--- src/rtl/sram_like_slave.sv ---
// Responder end of an SRAM-like req/addr_ok/data_ok port in front of a 1-cycle RAM.
// Responses come back in order a fixed LATENCY after acceptance; ADDR_GAP and MAX_OUTSTANDING throttle acceptance.
module sram_like_slave #(
  parameter int LATENCY         = 2,
  parameter int ADDR_GAP        = 0,
  parameter int MAX_OUTSTANDING = 2,
  parameter int AW              = 16
) (
  input  logic          clk,
  input  logic          resetn,
  input  logic          req,
  input  logic          wr,
  input  logic [3:0]    wstrb,
  input  logic [2:0]    size,
  input  logic [31:0]   addr,
  input  logic [31:0]   wdata,
  output logic          addr_ok,
  output logic          data_ok,
  output logic [31:0]   rdata,
  output logic          mem_en,
  output logic [3:0]    mem_we,
  output logic [AW-1:0] mem_addr,
  output logic [31:0]   mem_wdata,
  input  logic [31:0]   mem_rdata
);

  logic [3:0]         gap_q, gap_d;
  logic [3:0]         inflight_q, inflight_d;
  logic [LATENCY-1:0] vld_q, vld_d;
  logic [LATENCY-1:0] wr_q, wr_d;
  logic               unused_bits;

  // Acceptance never looks at data_ok: a slot freed by a response is reusable only from the next cycle.
  assign addr_ok   = resetn && req && (gap_q == 4'd0) && (inflight_q < 4'(MAX_OUTSTANDING));
  assign mem_en    = addr_ok;
  assign mem_we    = (addr_ok && wr) ? wstrb : 4'b0000;
  assign mem_addr  = addr[AW+1:2];
  assign mem_wdata = wdata;
  assign data_ok   = vld_q[LATENCY-1];

  assign unused_bits = ^{size, addr[1:0], addr[31:AW+2]};

  always_comb begin
    vld_d    = vld_q;
    wr_d     = wr_q;
    vld_d[0] = addr_ok;
    wr_d[0]  = addr_ok && wr;
    for (int k = 1; k < LATENCY; k++) begin
      vld_d[k] = vld_q[k-1];
      wr_d[k]  = wr_q[k-1];
    end

    gap_d = gap_q;
    if (addr_ok) begin
      gap_d = 4'(ADDR_GAP);
    end else if (gap_q != 4'd0) begin
      gap_d = gap_q - 4'd1;
    end

    inflight_d = inflight_q + {3'b000, addr_ok} - {3'b000, data_ok};
  end

  always_ff @(posedge clk or negedge resetn) begin
    if (!resetn) begin
      gap_q      <= 4'd0;
      inflight_q <= 4'd0;
      vld_q      <= '0;
      wr_q       <= '0;
    end else begin
      gap_q      <= gap_d;
      inflight_q <= inflight_d;
      vld_q      <= vld_d;
      wr_q       <= wr_d;
    end
  end

  generate
    if (LATENCY == 1) begin : g_lat1
      // The RAM output is already valid in the response cycle, so no capture stage exists.
      assign rdata = (data_ok && !wr_q[0]) ? mem_rdata : 32'd0;
    end else begin : g_latn
      logic [LATENCY-1:1][31:0] rd_q, rd_d;

      // Stage 2 samples the RAM in the cycle after the handshake; later stages just follow the valid bits.
      always_comb begin
        rd_d    = rd_q;
        rd_d[1] = mem_rdata;
        for (int k = 2; k < LATENCY; k++) begin
          rd_d[k] = rd_q[k-1];
        end
      end

      always_ff @(posedge clk or negedge resetn) begin
        if (!resetn) begin
          rd_q <= '0;
        end else begin
          rd_q <= rd_d;
        end
      end

      assign rdata = (data_ok && !wr_q[LATENCY-1]) ? rd_q[LATENCY-1] : 32'd0;
    end
  endgenerate

endmodule

--- config.mk ---
export PLATFORM = sky130hd
export DESIGN_NAME = sram_like_slave
export DESIGN_NICKNAME = d
export VERILOG_FILES = /design/src/rtl/sram_like_slave.sv
export SDC_FILE = /design/constraint.sdc
export NUM_CORES = 1
export LEC_CHECK = 0
export ABC_AREA = 1
export CORE_ASPECT_RATIO = 0.7
export CORE_MARGIN = 4
export CORE_UTILIZATION = 33
export DETAILED_ROUTE_END_ITERATION = 7
export GPL_TIMING_DRIVEN = 0
export PLACE_DENSITY = 0.95
export REMOVE_ABC_BUFFERS = 1
export SLEW_MARGIN = 20
export SYNTH_ARGS = -nofsm -noshare
export SYNTH_HDL_FRONTEND = slang
export SYNTH_SLANG_ARGS = --single-unit
export TNS_END_PERCENT = 20
--- constraint.sdc ---
create_clock -name clk -period 3 [get_ports clk]
set_input_delay 0.6 -clock clk [delete_from_list [all_inputs] [get_ports clk]]
set_output_delay 0.6 -clock clk [all_outputs]
set_load 0.02 [all_outputs]
* Yosys cells after proc, flatten, opt, wreduce, memory -nomap -nowiden *
Index checks and enable logic that the tools add are counted.

word-level totals
  register bits after elaboration = 44
  input bits = 107

operators by class
  add/sub/neg operators = 3
  order comparisons = 1
  mux-type cells = 4
  reductions and logical operators = 9

operators by type and width
  kind                                                count
  2-to-1 mux 32 bit                                   1
  2-to-1 mux 4 bit                                    3
  logical AND 1 bit                                   5
  adder 4 x 1 -> 4 bit                                1
  logical NOT 4 bit                                   1
  < comparator 4 x 2 -> 1 bit, second input constant  1
  nonzero test 4 bit                                  1
  subtractor 4 x 1 -> 4 bit                           1
  subtractor 4 x 1 -> 4 bit, second input constant    1
  nonzero test 2 bit                                  1
  logical NOT 1 bit                                   1

* Longest topological paths before layout *
  depth after elaboration = 5
  mapped depth = 11

* Worst setup path before layout *
Ideal clock, no wire load.

  kind = reg2reg
  start point = reg gap_q[0]
  end point = reg inflight_q[2]
  library setup time = 123 ps
  data arrival time = 2064 ps
  slack = 813 ps
  cell stages (with the launch flop) = 11
  clock period less this slack = 2187 ps
  cells stage by stage = dfrtp_1 -> inv_1 -> ha_1 -> nand2_2 -> nor2_4 -> inv_2 -> nor2_1 -> ha_1 -> inv_1 -> fa_1 -> xnor2_1

between the ends
  word-level cells in the longest chain between the ends = 5

ends and longest elaborated chain
  what                             RTL line  source
  start: declaration               27        logic [3:0] gap_q, gap_d;
  start signal: assignment         70        gap_q <= gap_d;
  logical NOT 4 bit                34        assign addr_ok = resetn && req && (gap_q == 4'd0) && (inflight_q < 4'(MAX_OUTSTANDING));
  logical AND 1 bit (2 in series)  34
  via addr_ok                      17        output logic addr_ok,
  adder 4 x 1 -> 4 bit             60        inflight_d = inflight_q + {3'b000, addr_ok} - {3'b000, data_ok};
  subtractor 4 x 1 -> 4 bit        60
  via inflight_d[2]                28        logic [3:0] inflight_q, inflight_d;
  end signal: assignment           71        inflight_q <= inflight_d;
  end: declaration                 28

The timed path passes the listed nets, and every way through them passes these cells.
A chain may end at the register's enable or synchronous reset.

* Worst setup path after layout *
  start point = in req
  end point = out mem_we[2]

between the ends
  word-level cells in the longest chain between the ends = 5

ends and longest elaborated chain
  what                             RTL line  source
  start: declaration               11        input logic req,
  logical AND 1 bit (3 in series)  34
  logical AND 1 bit                36        assign mem_we = (addr_ok && wr) ? wstrb : 4'b0000;
  2-to-1 mux 4 bit                 36
  end: declaration                 21        output logic [3:0] mem_we,

No other way between the ends.

==> impl_results.md <==
- Status: complete, no violations
- Syn Std Cell Area: 2060 um^2
- DR WL/cell: 17.3 um
- DRT iter0 DRCs: 35
- Row cnt: 23
- Leak: 1.32 nW
- DR vias: 1401
- Nets: 367
- Core Area: 5900 um^2
- Register area share after synthesis: 0.534
- Slew Viols, Final: 0
- VDD IR max: 0.181 mV
- Routed wire length: 5700 um
- Synth cell count leaders: buf_4 (49), inv_1 (49), dfrtp_1 (44), nor2_1 (38), nand2_1 (11)
- Top FF cell, synth: dfrtp_1
- Post-CTS sizing: 0
- Die height: 74.1 um
- CTS Sinks: 44
- Syn Inst Count: 219
- Critical Path RT: 2.40 ns
- Distinct cell type count after synthesis: 19
- Critical path buffer and inverter count: 2
- Skew-Pair Late Insertion Delay: 0.28 ns
- Fmax: 0.356 GHz
- GRT Total Usage: 0.148
- Yosys Warn Count: 0
- Number of synthesized register bits: 44
- Final core utilization: 0.452
- CTS Buf Count: 5
- H-tree Lvls: 2
- Min Hold Slack: 0.235 ns
- Final Hold Fails: 0
- Routed Antenna Nets: 0
- First-pass GRT wire length: 8090 um
- Root Driver: clkbuf_8
- Buffers on Ports: 78
- FILL cells: 529
- Total Power: 1.07 mW
- Slew at the pin closest to its max-slew limit: 0.606 ns
- Top Ports: 194
- RSZ-0062 raised after global routing: false
- Post-synth EDFFs: 0
- Initial Util: 0.349
- Area growth syn-to-layout: 29.3%
- Startpoint Class: input pin
- Share of post-route cells with drive strength above 1: 0.0630
- Cell Pwr Density: 402 nW/um^2
- Post-DP HPWL: 4690 um
- Largest net degree at the start of global routing: 33
- CP cell instances: clkdlybuf4s50_1, nand2_1, nor2_1, nand3_4, nor2_1, clkdlybuf4s50_1
- Layout Skew: 0.00281 ns
- Cell taking the most area after synthesis: dfrtp_1
- Post-synth top area share: 0.534
- Asr flop ratio synth: 1.00
- Routability cong.: 0.788
- Clock slew at reported path FFs: 0.08 ns
- Delay-heaviest family, CP: buffers and inverters
- Crit path time final: 2.81 ns
- Total global routing overflow: 0
- Clock Path Buffers: 2
- CP arrival: 2.21 ns
- Critical Path Sink Type: output pin
- # diodes: 0
- Crit path kind: input pin to output pin
- Final Cycle Share: 0.937
- Setup Fix Bufs, Post-CTS: 0
- Hold_buf cts: 0
- Relative slew slack: 0.595
- CP Max Fanout: 5
- CP max stage delay: 0.63 ns
- Synthesized area per cell: 9.41 um^2
- Final setup viols: 0
- Die area: 7590 um^2
- TritonCTS clock tree: yes
- Maxcap violations: 0
- Vias in the first global route: 1516
- Avg Vias per Cell: 4.26
- Tightest Hold Check Type: input pin to async pin
- Largest cells by area after synthesis: dfrtp_1 (53%), buf_4 (18%), inv_1 (8.9%)
- Die width: 102 um
- Initial antenna violation count: 0
- DR DRC count: 0
- TritonRoute pass-1 iters: 4
- Critical-path top delay cell: clkdlybuf4s50_1
==> state kept, by name, summed over array words and instances, names as in the netlist <==
register and flops:
inflight_q 4, gap_q 4, g_latn.rd_q 32, vld_q 2, wr_q 2
==> per-layer routing <==
metal,vias to the layer above,global-route usage,part of all wire
li1,642,-,-
met1,619,0.154,0.35
met2,124,0.193,0.40
met3,12,0.165,0.22
met4,4,0.0349,0.017
met5,-,0.0641,0.012
==> cell usage in the layout (no fill, tap or decap) <==
cell type,n
buf_12,1
a21oi_1,2
nand2_2,2
nand4_1,1
dfrtp_1,44
nand3_4,1
clkbuf_1,1
clkinvlp_4,1
o21ai_0,2
clkdlybuf4s50_1,77
nand2_1,10
nor2_1,38
fa_1,1
nand3_1,4
nor3_1,1
xnor2_1,1
buf_2,1
ha_1,6
nand3b_1,1
inv_2,3
clkbuf_8,6
inv_1,49
nor2_4,1
==> where the power goes <==
part	internal (mW)	switching (mW)	total, mW	leakage, nW
combinational	0.0492	0.0254	0.0746	0.739
clock	0.187	0.191	0.378	0.0445
sequential	0.614	0.00531	0.619	0.535
==> layout make-up <==
type / instances / area, um^2 / area share
repair buffers: 79 / 796 / 0.299
well taps: 75 / 93.8 / 0.0352
flip-flops and latches: 44 / 1100 / 0.413
inverters: 52 / 195 / 0.0733
clock buffers: 7 / 86.3 / 0.0324
clock inverters: 1 / 7.51 / 0.00282
multi-input cells: 71 / 384 / 0.144
==> cells by family (layout without fill, tap and decap cells) <==
family | after synthesis | after routing | synth area share
buf+inv | 104 | 139 | 0.281
simple gates | 59 | 59 | 0.125
flops | 44 | 44 | 0.534
fa+ha+maj | 7 | 7 | 0.0461
compound gates | 4 | 4 | 0.00972
xor+xnor | 1 | 1 | 0.00425
==> per-stage QoR <==
| stage | worst slack (ns) | TNS [ns] | instances | cell area [um^2] |
|---|---|---|---|---|
| 2_1_floorplan | 0.562 | 0 | 167 | 1680 |
| 3_3_place_gp | -1.43 | -12.44 | 320 | 2550 |
| 3_5_place_dp | 0.191 | 0 | 321 | 2570 |
| 4_1_cts | 0.0459 | 0 | 329 | 2660 |
| 5_1_grt | 0.0582 | 0 | 329 | 2660 |
| 6_report | 0.188 | 0 | 329 | 2660 |
==> path summary, 6_finish.rpt <==
check                          from               to  slack, ns  depth (start not counted)
max                             req        mem_we[2]       0.19                          6
min                          resetn         gap_q[0]       0.24                          1
max reg2reg                gap_q[0]    inflight_q[2]       0.89                         10
min reg2reg                vld_q[0]         vld_q[1]       0.36                          0
max in group asynchronous    resetn  g_latn.rd_q[23]       2.27                          2
min in group clk           vld_q[0]         vld_q[1]       0.36                          0
==> worst register-to-register path, cell delays in order (launching register included) <==
cell and delay (ns):
dfrtp_1 0.40, inv_1 0.08, ha_1 0.22, nand2_2 0.09
nor2_4 0.15, inv_2 0.06, nor2_1 0.19, ha_1 0.22
inv_1 0.06, fa_1 0.39, xnor2_1 0.15
Power figures use the tool's default switching activity.
